<file path="config.mk">
export PLATFORM = sky130hd
export DESIGN_NAME = pid_controller_flat
export DESIGN_NICKNAME = d
export VERILOG_FILES = /design/src/rtl/pid_pkg.sv /design/src/rtl/pid_if.sv /design/src/rtl/pid_controller_sat_clamp.sv /design/src/rtl/pid_controller.sv /design/src/flat_wrapper.sv
export SDC_FILE = /design/constraint.sdc
export NUM_CORES = 1
export LEC_CHECK = 0
export CAP_MARGIN = 30
export CORE_ASPECT_RATIO = 1.1
export CORE_MARGIN = 8
export CORE_UTILIZATION = 60
export CTS_BUF_LIST = sky130_fd_sc_hd__clkbuf_4
export DETAILED_ROUTE_END_ITERATION = 10
export PLACE_DENSITY = 0.81
export SKIP_CTS_REPAIR_TIMING = 1
export SLEW_MARGIN = 25
export SYNTH_ARGS = -nofsm -noshare
export SYNTH_HDL_FRONTEND = slang
export SYNTH_HIERARCHICAL = 1
export SYNTH_SLANG_ARGS = --single-unit
</file>
<file path="constraint.sdc">
create_clock -name clk -period 32.3 [get_ports clk]
set_clock_uncertainty 0.15 [all_clocks]
set_input_delay 6.46 -clock clk [delete_from_list [all_inputs] [get_ports clk]]
set_output_delay 6.46 -clock clk [all_outputs]
set_load 0.01 [all_outputs]
</file>
<file path="src/rtl/pid_pkg.sv">
// pid_pkg: shared FSM encoding, pid_select bit positions and widths for pid_controller and pid_tuner
package pid_pkg;
  localparam int DATA_WIDTH = 16;
  localparam int GAIN_W = DATA_WIDTH / 2;
  localparam int SEL_P = 2;
  localparam int SEL_I = 1;
  localparam int SEL_D = 0;
  typedef enum logic [2:0] {IDLE, ERR, PTERM, ITERM, DTERM, SUM} state_t;
endpackage

</file>
<file path="src/rtl/pid_if.sv">
// pid_if: controller bus (pid_select, setpoint_period, period_speed, sample_valid, Kp/Ki/Kd in; duty, duty_valid, busy, overrun out)
interface pid_if import pid_pkg::*; #(parameter int DW = DATA_WIDTH);
  localparam int GW = DW / 2;
  logic [2:0] pid_select;
  logic [DW-1:0] setpoint_period;
  logic [DW-1:0] period_speed;
  logic sample_valid;
  logic [GW-1:0] Kp;
  logic [GW-1:0] Ki;
  logic [GW-1:0] Kd;
  logic [DW-1:0] duty;
  logic duty_valid;
  logic busy;
  logic overrun;
  modport master(output pid_select, setpoint_period, period_speed, sample_valid, Kp, Ki, Kd,
                 input duty, duty_valid, busy, overrun);
  modport slave(input pid_select, setpoint_period, period_speed, sample_valid, Kp, Ki, Kd,
                output duty, duty_valid, busy, overrun);
endinterface

</file>
<file path="src/rtl/pid_controller_sat_clamp.sv">
// sat_clamp: signed saturation of din (IN_W) into [lo, hi] (OUT_W), IN_W >= OUT_W
module sat_clamp #(parameter int IN_W = 33, parameter int OUT_W = 32) (
  input  logic signed [IN_W-1:0]  din,
  input  logic signed [OUT_W-1:0] lo,
  input  logic signed [OUT_W-1:0] hi,
  output logic signed [OUT_W-1:0] dout
);
  always_comb dout = (din < IN_W'(lo)) ? lo : (din > IN_W'(hi)) ? hi : din[OUT_W-1:0];
endmodule

</file>
<file path="src/rtl/pid_controller.sv">
// pid_controller: multi-cycle PID speed loop, one shared 18x9 multiplier; ports clk, reset (async, high), bus (pid_if.slave)
// Sample accepted in IDLE, then ERR/PTERM/ITERM/DTERM/SUM one per cycle; duty_valid lands 6 clocks after the strobe.
module pid_controller import pid_pkg::*; #(
  parameter int DATA_WIDTH = 16,
  parameter int FRAC_BITS  = 4,
  parameter int INT_LIMIT  = 1048576,
  parameter int DUTY_MAX   = 2499
) (
  input logic clk,
  input logic reset,
  pid_if.slave bus
);
  localparam int GW = DATA_WIDTH / 2;
  localparam int EW = DATA_WIDTH + 1;
  localparam int PW = EW + GW + 1;
  localparam int MW = EW + GW + 2;
  state_t state;
  logic [2:0] sel;
  logic [DATA_WIDTH-1:0] per, sp, duty;
  logic [GW-1:0] kp, ki, kd;
  logic signed [EW-1:0] e, e_prev;
  logic signed [PW-1:0] p_term;
  logic signed [31:0] integ, integ_c;
  logic signed [MW-1:0] d_term, prod;
  logic signed [EW:0] diff, mul_a;
  logic signed [GW:0] mul_b;
  logic signed [32:0] i_sum;
  logic signed [33:0] s;
  logic signed [DATA_WIDTH-1:0] duty_c;
  logic duty_valid, busy, overrun;
  always_comb begin
    diff = e - e_prev;
    mul_a = (state == DTERM) ? diff : {e[EW-1], e};
    mul_b = $signed({1'b0, (state == PTERM) ? kp : (state == ITERM) ? ki : kd});
    prod = mul_a * mul_b;
    i_sum = 33'(integ) + 33'(prod);
    s = (34'(p_term) + 34'(integ) + 34'(d_term)) >>> FRAC_BITS;
  end
  sat_clamp #(.IN_W(33), .OUT_W(32)) u_int_clamp (
    .din(i_sum), .lo(32'(-INT_LIMIT)), .hi(32'(INT_LIMIT)), .dout(integ_c)
  );
  sat_clamp #(.IN_W(34), .OUT_W(DATA_WIDTH)) u_duty_clamp (
    .din(s), .lo('0), .hi(DATA_WIDTH'(DUTY_MAX)), .dout(duty_c)
  );
  always_ff @(posedge clk or posedge reset) begin
    if (reset) begin
      state <= IDLE;
      sel <= '0;
      per <= '0;
      sp <= '0;
      kp <= '0;
      ki <= '0;
      kd <= '0;
      e <= '0;
      e_prev <= '0;
      p_term <= '0;
      integ <= '0;
      d_term <= '0;
      duty <= '0;
      duty_valid <= 1'b0;
      busy <= 1'b0;
      overrun <= 1'b0;
    end else begin
      duty_valid <= 1'b0;
      // busy stays up through the cycle where duty_valid is presented
      busy <= bus.sample_valid || state != IDLE;
      overrun <= bus.sample_valid && state != IDLE;
      case (state)
        IDLE: if (bus.sample_valid) begin
          sel <= bus.pid_select;
          per <= bus.period_speed;
          sp <= bus.setpoint_period;
          kp <= bus.Kp;
          ki <= bus.Ki;
          kd <= bus.Kd;
          state <= ERR;
        end
        ERR: begin
          e <= $signed({1'b0, per}) - $signed({1'b0, sp});
          state <= PTERM;
        end
        PTERM: begin
          p_term <= sel[SEL_P] ? PW'(prod) : '0;
          state <= ITERM;
        end
        ITERM: begin
          // disabled integrator is held at zero so re-enabling starts clean
          integ <= sel[SEL_I] ? integ_c : '0;
          state <= DTERM;
        end
        DTERM: begin
          d_term <= sel[SEL_D] ? prod : '0;
          e_prev <= e;
          state <= SUM;
        end
        SUM: begin
          duty <= duty_c;
          duty_valid <= 1'b1;
          state <= IDLE;
        end
        default: state <= IDLE;
      endcase
    end
  end
  assign bus.duty = duty;
  assign bus.duty_valid = duty_valid;
  assign bus.busy = busy;
  assign bus.overrun = overrun;
endmodule
</file>
<file path="src/flat_wrapper.sv">
// flat-port wrapper written by rule: the top's interface ports become plain ports
module pid_controller_flat import pid_pkg::*;
#(
  parameter int DATA_WIDTH = 16,
  parameter int FRAC_BITS  = 4,
  parameter int INT_LIMIT  = 1048576,
  parameter int DUTY_MAX   = 2499
)
  (clk, reset, bus_pid_select, bus_setpoint_period, bus_period_speed, bus_sample_valid, bus_Kp, bus_Ki, bus_Kd, bus_duty, bus_duty_valid, bus_busy, bus_overrun);
  pid_if bus_i ();
  input logic clk;
  input logic reset;
  input wire logic [$bits(bus_i.pid_select)-1:0] bus_pid_select;
  input wire logic [$bits(bus_i.setpoint_period)-1:0] bus_setpoint_period;
  input wire logic [$bits(bus_i.period_speed)-1:0] bus_period_speed;
  input wire logic [$bits(bus_i.sample_valid)-1:0] bus_sample_valid;
  input wire logic [$bits(bus_i.Kp)-1:0] bus_Kp;
  input wire logic [$bits(bus_i.Ki)-1:0] bus_Ki;
  input wire logic [$bits(bus_i.Kd)-1:0] bus_Kd;
  output wire logic [$bits(bus_i.duty)-1:0] bus_duty;
  output wire logic [$bits(bus_i.duty_valid)-1:0] bus_duty_valid;
  output wire logic [$bits(bus_i.busy)-1:0] bus_busy;
  output wire logic [$bits(bus_i.overrun)-1:0] bus_overrun;
  assign bus_i.pid_select = bus_pid_select;
  assign bus_i.setpoint_period = bus_setpoint_period;
  assign bus_i.period_speed = bus_period_speed;
  assign bus_i.sample_valid = bus_sample_valid;
  assign bus_i.Kp = bus_Kp;
  assign bus_i.Ki = bus_Ki;
  assign bus_i.Kd = bus_Kd;
  assign bus_duty = bus_i.duty;
  assign bus_duty_valid = bus_i.duty_valid;
  assign bus_busy = bus_i.busy;
  assign bus_overrun = bus_i.overrun;
  pid_controller #(.DATA_WIDTH(DATA_WIDTH), .FRAC_BITS(FRAC_BITS), .INT_LIMIT(INT_LIMIT), .DUTY_MAX(DUTY_MAX)) u_core (.clk(clk), .reset(reset), .bus(bus_i));
endmodule
</file>
==> run_results.csv, run 1 <==
group,metric,value,unit
drt,vias,19000,
sta,final.setup.tns,0,ps
layout,instances_no_fill,3316,
die,io_pins,81,
placed_design,dp_hpwl,44100,um
critical_path,critPathRequiredTime,32770,ps
clocking,cts_htree_levels,4,
drt,wirelength,54100,um
critical_path,critPathMaxStageDelay,750,ps
die,initial_core_util,0.607,
die,num_rows,75,
drt,first_pass_iters,7,
logic_synthesis,postSynthAreaPerCell,8.71,um^2
sta,max_slew.worst_pin.slew,984,ps
placed_design,io_buffers,80,
sta,slew_viol_final,0,
sta,rsz0062_at_grt,"no",
logic_synthesis,yosys_warnings,6,
hold_path,hold_path_depth,2,
critical_path,criticalPathCategory,"reg -> reg",
clocking,cts_buffer_depth,2,
global_routing,grt_max_degree,127,
sta,hold_viol_final,0,
critical_path,endpoint,"u_core/integ[10]$_DFFE_PP0P_",
drt,via_per_inst,5.74,
logic_synthesis,syn_area,23100,um^2
die,core-area,38000,um^2
global_routing,grt_pass1_wl,91800,um
critical_path,r2r_slack,19970,ps
global_routing,grt_overflow,0,
sta,setup_viol_count_final,0,
placed_design,post-place-cells,3281,
clocking,cts_made_buffers,17,
die,die_w,203,um
logic_synthesis,ys_async_sr_fraction,1.00,
critical_path,r2r_start,"u_core/e[0]$_DFFE_PP0P_",
sta,finalCritPeriodShare,0.382,
layout,nNetsFinal,3298,
critical_path,worstPathArrival,12800,ps
clocking,clkLatencyLatePin,710,ps
critical_path,crit_top_cell,"fa_1",
critical_path,worst_setup_path_start_kind,"flip-flop",
job,max_cap_violations,0,
logic_synthesis,ys_seq_elements,200,
logic_synthesis,yosysSeqAreaShare,0.217,
drt,drc_errors,0,
drt,wire_per_inst,16.3,um
status,status,"complete, no violations",
logic_synthesis,synth.distinct_cells,94,
placed_design,place_congestion,0.928,
logic_synthesis,ys.flop_type,"dfrtp_1",
critical_path,crit_fanout,50,
layout,fillerInstances,3136,
critical_path,rr_worst_depth,46,
clocking,path_clk_slew,180,ps
sta,slew_headroom,0.344,
sta,fmax,81.1,MHz
global_routing,grt_util_all_layers,0.244,
clocking,clockRootBuffer,"clkbuf_4",
layout,drive_above_1_share,0.0661,
layout,postLayoutCoreUtil,0.659,
die,die_area,45000,um^2
clocking,cts_tree,"yes",
critical_path,slowest_stage,"o31ai_1",
hold_path,hold_class,"reg -> reg",
clocking,clock-sinks,200,
logic_synthesis,synth_cells,2650,
drt,drtAntennaViolNets,0,
critical_path,end_kind,"flip-flop",
sta,finalCriticalPeriod,12330,ps
global_routing,antenna_found_initial,1,
critical_path,r2r-end,"u_core/integ[10]$_DFFE_PP0P_",
drt,first_iter_violations,1006,
global_routing,grt_pass1_vias,19700,
sta,holdWs,344,ps
die,die_y,222,um
critical_path,crit_start,"u_core/e[0]$_DFFE_PP0P_",
layout,areaGrowthSynthToFinish,8.49,%
logic_synthesis,synth_edf_count,0,
## cell families (layout without fill, tap and decap cells)
logic type / Yosys count / count (layout) / share of synthesized area
AO/OA/AOI/OAI: 628 / 628 / 0.189
multiplexers: 96 / 96 / 0.0441
buffers and inverters: 436 / 473 / 0.0787
flip-flops: 200 / 200 / 0.217
XOR/XNOR: 107 / 107 / 0.0420
AND/OR/NAND/NOR: 747 / 747 / 0.149
other: 2 / 131 / 0.000325
adder cells (fa/ha/maj): 434 / 434 / 0.280
## cell usage after synthesis (6+ instances only)
library cell,count,area share
o21a_1,25,0.0081
a211oi_1,40,0.013
mux2i_1,51,0.022
a31oi_1,25,0.0068
buf_6,12,0.0059
nor2b_1,22,0.0060
o21bai_1,17,0.0055
a211oi_2,40,0.022
nand3_1,53,0.011
or2_2,7,0.0019
mux2_2,45,0.022
o21ai_0,129,0.028
and4_1,7,0.0027
dfrtp_1,200,0.22
nand4_1,34,0.0092
ha_1,296,0.16
nand2_1,323,0.053
buf_1,14,0.0023
buf_2,6,0.0013
fa_1,138,0.12
a21oi_1,129,0.028
xnor2_1,67,0.025
o21ai_1,21,0.0046
nor3_1,31,0.0067
a21o_1,63,0.020
xor2_1,38,0.014
inv_1,336,0.055
a22o_1,42,0.016
o211ai_1,16,0.0052
nor2_1,167,0.027
nand2b_1,16,0.0043
and3_1,43,0.012
clkbuf_1,55,0.0089
and2_1,7,0.0019
nor4_1,11,0.0030
o31ai_1,10,0.0033
## flip-flops by register name, summed over array words and instances (netlist names), 3 cells and up
| name | cells |
|---|---|
| u_core/sel | 3 |
| u_core/per | 16 |
| u_core/d_term | 27 |
| u_core/integ | 32 |
| u_core/e | 17 |
| u_core/e_prev | 17 |
| u_core/bus.duty | 16 |
| u_core/p_term | 26 |
| u_core/state | 3 |
| u_core/sp | 16 |
| u_core/kd | 8 |
| u_core/ki | 8 |
| u_core/kp | 8 |
## layer usage
| layer | part of all wire | routed length, um | track usage | vias to the layer above |
|---|---|---|---|---|
| met5 | 0 | 0 | 0 | - |
| met4 | 0.041 | 2240 | 0.121 | 0 |
| met3 | 0.035 | 1890 | 0.0324 | 129 |
| met2 | 0.52 | 27800 | 0.444 | 408 |
| met1 | 0.41 | 22100 | 0.276 | 9154 |
| li1 | - | - | - | 9330 |
## worst max-delay path, delay by kind of cell, from the launching register on
family	cells	cell delay, ps
compound gates	18	4340
xor+xnor	2	410
fa+ha+maj	9	3780
buf+inv	5	860
flops	1	400
mux	1	160
simple gates	11	2080
## stage by stage
stage                     cell area [um^2]  setup WS [ps]
after floorplan                      23600          20240
after global routing                 25000          19200
after detailed placement             24700          20050
after CTS                            25000          19980
after global placement               24600          20280
final                                25000          19970
## worst min-delay path by stage
stage	from	to	slack, ps
3_3_place_gp	u_core/bus.duty[14]$_DFFE_PP0P_	u_core/bus.duty[14]$_DFFE_PP0P_	310
2_1_floorplan	u_core/e_prev[0]$_DFFE_PP0P_	u_core/e_prev[0]$_DFFE_PP0P_	300
5_1_grt	u_core/bus.duty[10]$_DFFE_PP0P_	u_core/bus.duty[10]$_DFFE_PP0P_	370
4_1_cts	u_core/bus.duty[10]$_DFFE_PP0P_	u_core/bus.duty[10]$_DFFE_PP0P_	350
6_report	u_core/bus.duty[10]$_DFFE_PP0P_	u_core/bus.duty[10]$_DFFE_PP0P_	340
3_5_place_dp	u_core/bus.duty[14]$_DFFE_PP0P_	u_core/bus.duty[14]$_DFFE_PP0P_	310
## cell usage in the layout (no fill, tap or decap), drive strengths merged, types with 53 or more instances in the layout
cell type,synthesis,final
a21oi,134,134
conb,2,130
xnor2,68,68
nor2,171,171
nand3,53,53
clkdlybuf4s50,0,80
ha,296,296
a21o,63,63
a211oi,80,80
dfrtp,200,200
fa,138,138
inv,338,344
o21ai,150,150
nand2,324,324
## layout make-up
cell class	instances	area, um^2	area share
well taps	500	626	0.0250
flip-flops and latches	200	5000	0.200
clock buffers	17	128	0.00510
multi-input cells	2142	16800	0.671
diodes	1	2.50	0.0000999
clock inverters	15	198	0.00789
inverters	339	1280	0.0513
repair buffers	102	1010	0.0402
Power of run 1 is left out: the tool's default activity adds up to more than one toggle a clock period on the data nets, which glitch-free logic cannot reach.
==> run 2: changes to the inputs <==
- CORE_UTILIZATION: 60 -> 59
- PLACE_DENSITY: 0.81 -> 0.83
- clock period: 32.3 -> 10 ns (I/O delays scaled with it)
==> run_results.csv, run 2 (synthesized netlist as in run 1, its figures left out) <==
group,metric,value,unit
job,max_cap_violations,0,
critical_path,crit_fanout,24,
placed_design,place_congestion,0.937,
placed_design,post-place-cells,3630,
critical_path,r2r_start,"u_core/e_prev[0]$_DFFE_PP0P_",
critical_path,r2r-end,"u_core/integ[10]$_DFFE_PP0P_",
hold_path,min_from,"u_core/bus.duty[5]$_DFFE_PP0P_",
clocking,cts_tree,"yes",
critical_path,criticalPathCategory,"reg -> reg",
critical_path,crit_top_cell,"fa_1",
layout,largest_reg_flops,32,
clocking,cts_buffer_depth,2,
die,num_rows,76,
drt,wirelength,64200,um
placed_design,io_buffers,80,
drt,drtAntennaViolNets,0,
layout,nNetsFinal,3662,
die,initial_core_util,0.594,
clocking,cts_htree_levels,4,
sta,slew_headroom,0.354,
die,die_y,223,um
layout,layout_common_cells,"363 x buf_4, 330 x inv_1, 323 x nand2_1",
layout,register_area,5000,um^2
die,die_w,205,um
sta,setup_viol_count_final,32,
clocking,path_clk_slew,190,ps
critical_path,worstPathArrival,11400,ps
status,status,"finished, violations left",
status,violations,"negative setup slack",
hold_path,hold_path_depth,2,
global_routing,grt_max_degree,74,
hold_path,hold_class,"reg -> reg",
clocking,clockRootBuffer,"clkbuf_4",
hold_path,hold-path-endpoint,"u_core/bus.duty[5]$_DFFE_PP0P_",
drt,first_pass_iters,6,
sta,rsz0062_at_grt,"yes",
layout,multiInputGateArea,17400,um^2
die,core-area,38900,um^2
critical_path,critPathRequiredTime,10440,ps
layout,drive_above_1_share,0.204,
global_routing,grt_pass1_vias,21300,
drt,vias,21200,
global_routing,grt_util_all_layers,0.273,
placed_design,dp_hpwl,50900,um
layout,instances_no_fill,3687,
critical_path,r2r_slack,-970,ps
global_routing,grt_pass1_wl,102000,um
layout,fillerInstances,2675,
sta,fmax,91.2,MHz
layout,top_regs,"u_core/integ: 32 flops, u_core/d_term: 27 flops, u_core/p_term: 26 flops",
clocking,cts_made_buffers,17,
drt,first_iter_violations,1161,
layout,layout_commonest_cell,"buf_4",
sta,slew_viol_final,0,
sta,finalCritPeriodShare,1.10,
critical_path,end_kind,"flip-flop",
sta,worst_slack,-967,ps
clocking,clock-sinks,200,
layout,regMostFlops,"u_core/integ",
drt,via_per_inst,5.75,
sta,finalCriticalPeriod,10970,ps
critical_path,worst_setup_path_start_kind,"flip-flop",
drt,drc_errors,0,
layout,areaGrowthSynthToFinish,23.8,%
critical_path,slowest_stage,"fa_1",
die,die_area,45700,um^2
drt,wire_per_inst,17.4,um
sta,final.setup.tns,-27160,ps
sta,hold_viol_final,0,
global_routing,antenna_found_initial,2,
clocking,clkLatencyLatePin,730,ps
sta,max_slew.worst_pin.slew,970,ps
die,io_pins,81,
critical_path,critPathMaxStageDelay,530,ps
global_routing,grt_overflow,0,
critical_path,rr_worst_depth,49,
-- run 2: cell count changes in the layout (fill, tap and decap cells not counted), sizes merged --
cell / delta
clkbuf: +4
clkinv: -2
buf: +362
clkinvlp: -3
inv: +3
-- run 2: per-stage QoR --
stage,hold slack (ps),util,area [um^2],setup WS (ps)
2_1_floorplan,309,-,23700,-202
3_3_place_gp,307,0.708,27500,-974
3_5_place_dp,312,0.708,27500,-1270
4_1_cts,353,0.716,27900,-1350
5_1_grt,377,0.735,28600,-1370
6_report,346,0.735,28600,-967
-- run 2: critical path, delay by kind of cell, from the launching register on --
kind	cells	cell delay [ps]
buffers and inverters	5	480
adders and majority gates	9	3420
muxes	2	350
and+or+nand+nor	9	1800
DFF	1	440
xor gates and xnor gates	3	430
AOI/OAI and AO/OA	21	3740
-- run 2: metal layers --
layer | global-route usage | share of wire
met5 | 0 | 0
met4 | 0.126 | 0.045
met3 | 0.0316 | 0.043
met2 | 0.500 | 0.52
met1 | 0.311 | 0.39
-- run 2: cell type report --
cell class | count | share of cell area
well taps | 507 | 0.0222
clock buffers | 19 | 0.00499
repair buffers | 466 | 0.138
inverters | 339 | 0.0450
diodes | 1 | 0.0000875
multi-input cells | 2142 | 0.609
flip-flops and latches | 200 | 0.175
clock inverters | 13 | 0.00587
-- run 2: how the worst max path moves through the flow --
stage,from,slack (ps),end
final,u_core/e_prev[0]$_DFFE_PP0P_,-970,u_core/integ[10]$_DFFE_PP0P_
after global routing,u_core/e_prev[0]$_DFFE_PP0P_,-1370,u_core/integ[10]$_DFFE_PP0P_
after CTS,u_core/e_prev[0]$_DFFE_PP0P_,-1350,u_core/integ[7]$_DFFE_PP0P_
after detailed placement,u_core/e_prev[0]$_DFFE_PP0P_,-1270,u_core/integ[7]$_DFFE_PP0P_
after global placement,u_core/e_prev[0]$_DFFE_PP0P_,-970,u_core/integ[1]$_DFFE_PP0P_
after floorplan,u_core/e[0]$_DFFE_PP0P_,-200,u_core/integ[27]$_DFFE_PP0P_
Power of run 2 is left out for the same reason.
==> run 3: changes to the inputs <==
- CORE_MARGIN: 8 -> 2
- CTS_CLUSTER_SIZE: default -> 20
==> run_results.csv, run 3 (synthesized netlist as in run 1, its figures left out) <==
group,metric,value,unit
global_routing,antenna_found_initial,1,
clocking,clock-sinks,200,
clocking,cts_tree,"yes",
layout,top_regs,"u_core/integ: 32 flops, u_core/d_term: 27 flops, u_core/p_term: 26 flops",
clocking,cts_htree_levels,4,
die,initial_core_util,0.594,
critical_path,path_buf_inv,7,
global_routing,grt_max_degree,127,
placed_design,dp_hpwl,50300,um
drt,wirelength,62900,um
layout,regMostFlops,"u_core/integ",
drt,first_pass_iters,7,
sta,finalCritPeriodShare,1.10,
critical_path,worstPathArrival,11480,ps
critical_path,slowest_stage,"fa_1",
clocking,cts_made_buffers,17,
layout,nNetsFinal,3651,
drt,drtAntennaViolNets,0,
sta,slew_viol_final,0,
sta,finalCriticalPeriod,11010,ps
critical_path,worst_setup_path_start_kind,"flip-flop",
critical_path,critPathMaxStageDelay,530,ps
clocking,path_clk_slew,220,ps
clocking,clockRootBuffer,"clkbuf_4",
layout,areaGrowthSynthToFinish,23.1,%
die,die_w,193,um
job,max_cap_violations,0,
layout,postLayoutCoreUtil,0.731,
layout,design_area,28400,um^2
critical_path,crit_fanout,17,
layout,layout_common_cells,"349 x buf_4, 329 x inv_1, 322 x nand2_1",
drt,vias,21000,
global_routing,grt_overflow,0,
critical_path,cpLargestDelayFamily,"compound AO/OA/AOI/OAI gates",
sta,max_slew.worst_pin.slew,939,ps
clocking,cts_buffer_depth,2,
global_routing,grt_pass1_vias,21400,
sta,hold_viol_final,0,
drt,wire_per_inst,17.1,um
critical_path,end_kind,"flip-flop",
sta,fmax,90.8,MHz
critical_path,r2r_slack,-1010,ps
placed_design,place_congestion,0.920,
die,core-area,38900,um^2
placed_design,place_area,27500,um^2
drt,via_per_inst,5.71,
sta,slew_headroom,0.374,
critical_path,crit_top_cell,"fa_1",
sta,rsz0062_at_grt,"yes",
die,num_rows,76,
drt,drc_errors,0,
hold_path,hold_class,"reg -> reg",
layout,layout_commonest_cell,"buf_4",
sta,final.setup.tns,-28770,ps
die,io_pins,81,
die,die_area,40700,um^2
status,violations,"negative setup slack",
sta,setup_viol_count_final,32,
critical_path,critPathRequiredTime,10470,ps
drt,first_iter_violations,1239,
placed_design,io_buffers,80,
global_routing,grt_util_all_layers,0.309,
die,die_y,211,um
sta,worst_slack,-1010,ps
layout,largest_reg_flops,32,
critical_path,criticalPathCategory,"reg -> reg",
global_routing,grt_pass1_wl,101000,um
layout,drive_above_1_share,0.196,
status,status,"finished, violations left",
clocking,clkLatencyLatePin,730,ps
-- run 3: cell count changes in the layout (fill, tap and decap cells not counted), moves of 3 or more --
cell / delta
o21ai_2: -3
o21ai_1: +3
xnor2_2: -4
a211oi_1: +4
and3_1: +3
and3_4: -3
xnor2_1: +4
a211oi_2: -5
buf_4: -14
-- run 3: layout make-up --
cell class | instances | area (um^2)
multi-input cells | 2142 | 17300
fillers | 2749 | 10500
flip-flops and latches | 200 | 5000
repair buffers | 455 | 3900
inverters | 339 | 1280
well taps | 507 | 634
clock inverters | 12 | 151
clock buffers | 19 | 143
diodes | 1 | 2.50
-- run 3: path summary, 6_finish.rpt --
kind,from,end,depth (start not counted)
min reg2reg,u_core/bus.duty[2]$_DFFE_PP0P_,u_core/bus.duty[2]$_DFFE_PP0P_,2
max in group asynchronous,reset,u_core/e[0]$_DFFE_PP0P_,3
min in group asynchronous,reset,u_core/integ[29]$_DFFE_PP0P_,2
max,u_core/e[0]$_DFFE_PP0P_,u_core/integ[8]$_DFFE_PP0P_,47
max reg2reg,u_core/e[0]$_DFFE_PP0P_,u_core/integ[8]$_DFFE_PP0P_,47
min,u_core/bus.duty[2]$_DFFE_PP0P_,u_core/bus.duty[2]$_DFFE_PP0P_,2
-- run 3: through the flow --
stage	setup slack [ps]	hold WS (ps)	std cells
after detailed placement	-1220	313	3620
after global routing	-1480	380	3675
after floorplan	-202	309	2778
after CTS	-1270	350	3651
final	-1010	344	3675
after global placement	-855	308	3619
-- run 3: tightest hold or removal path, delay by kind of cell (launching register included) --
| kind | cells | cell delay, ps |
|---|---|---|
| DFF | 1 | 370 |
| and+or+nand+nor | 2 | 100 |
-- run 3: layer usage --
layer / global-route usage / routed length [um]
met3: 0.0396 / 2970
met1: 0.347 / 24000
met5: 0 / 0
met2: 0.575 / 33000
met4: 0.146 / 2910
Power of run 3 is left out for the same reason.
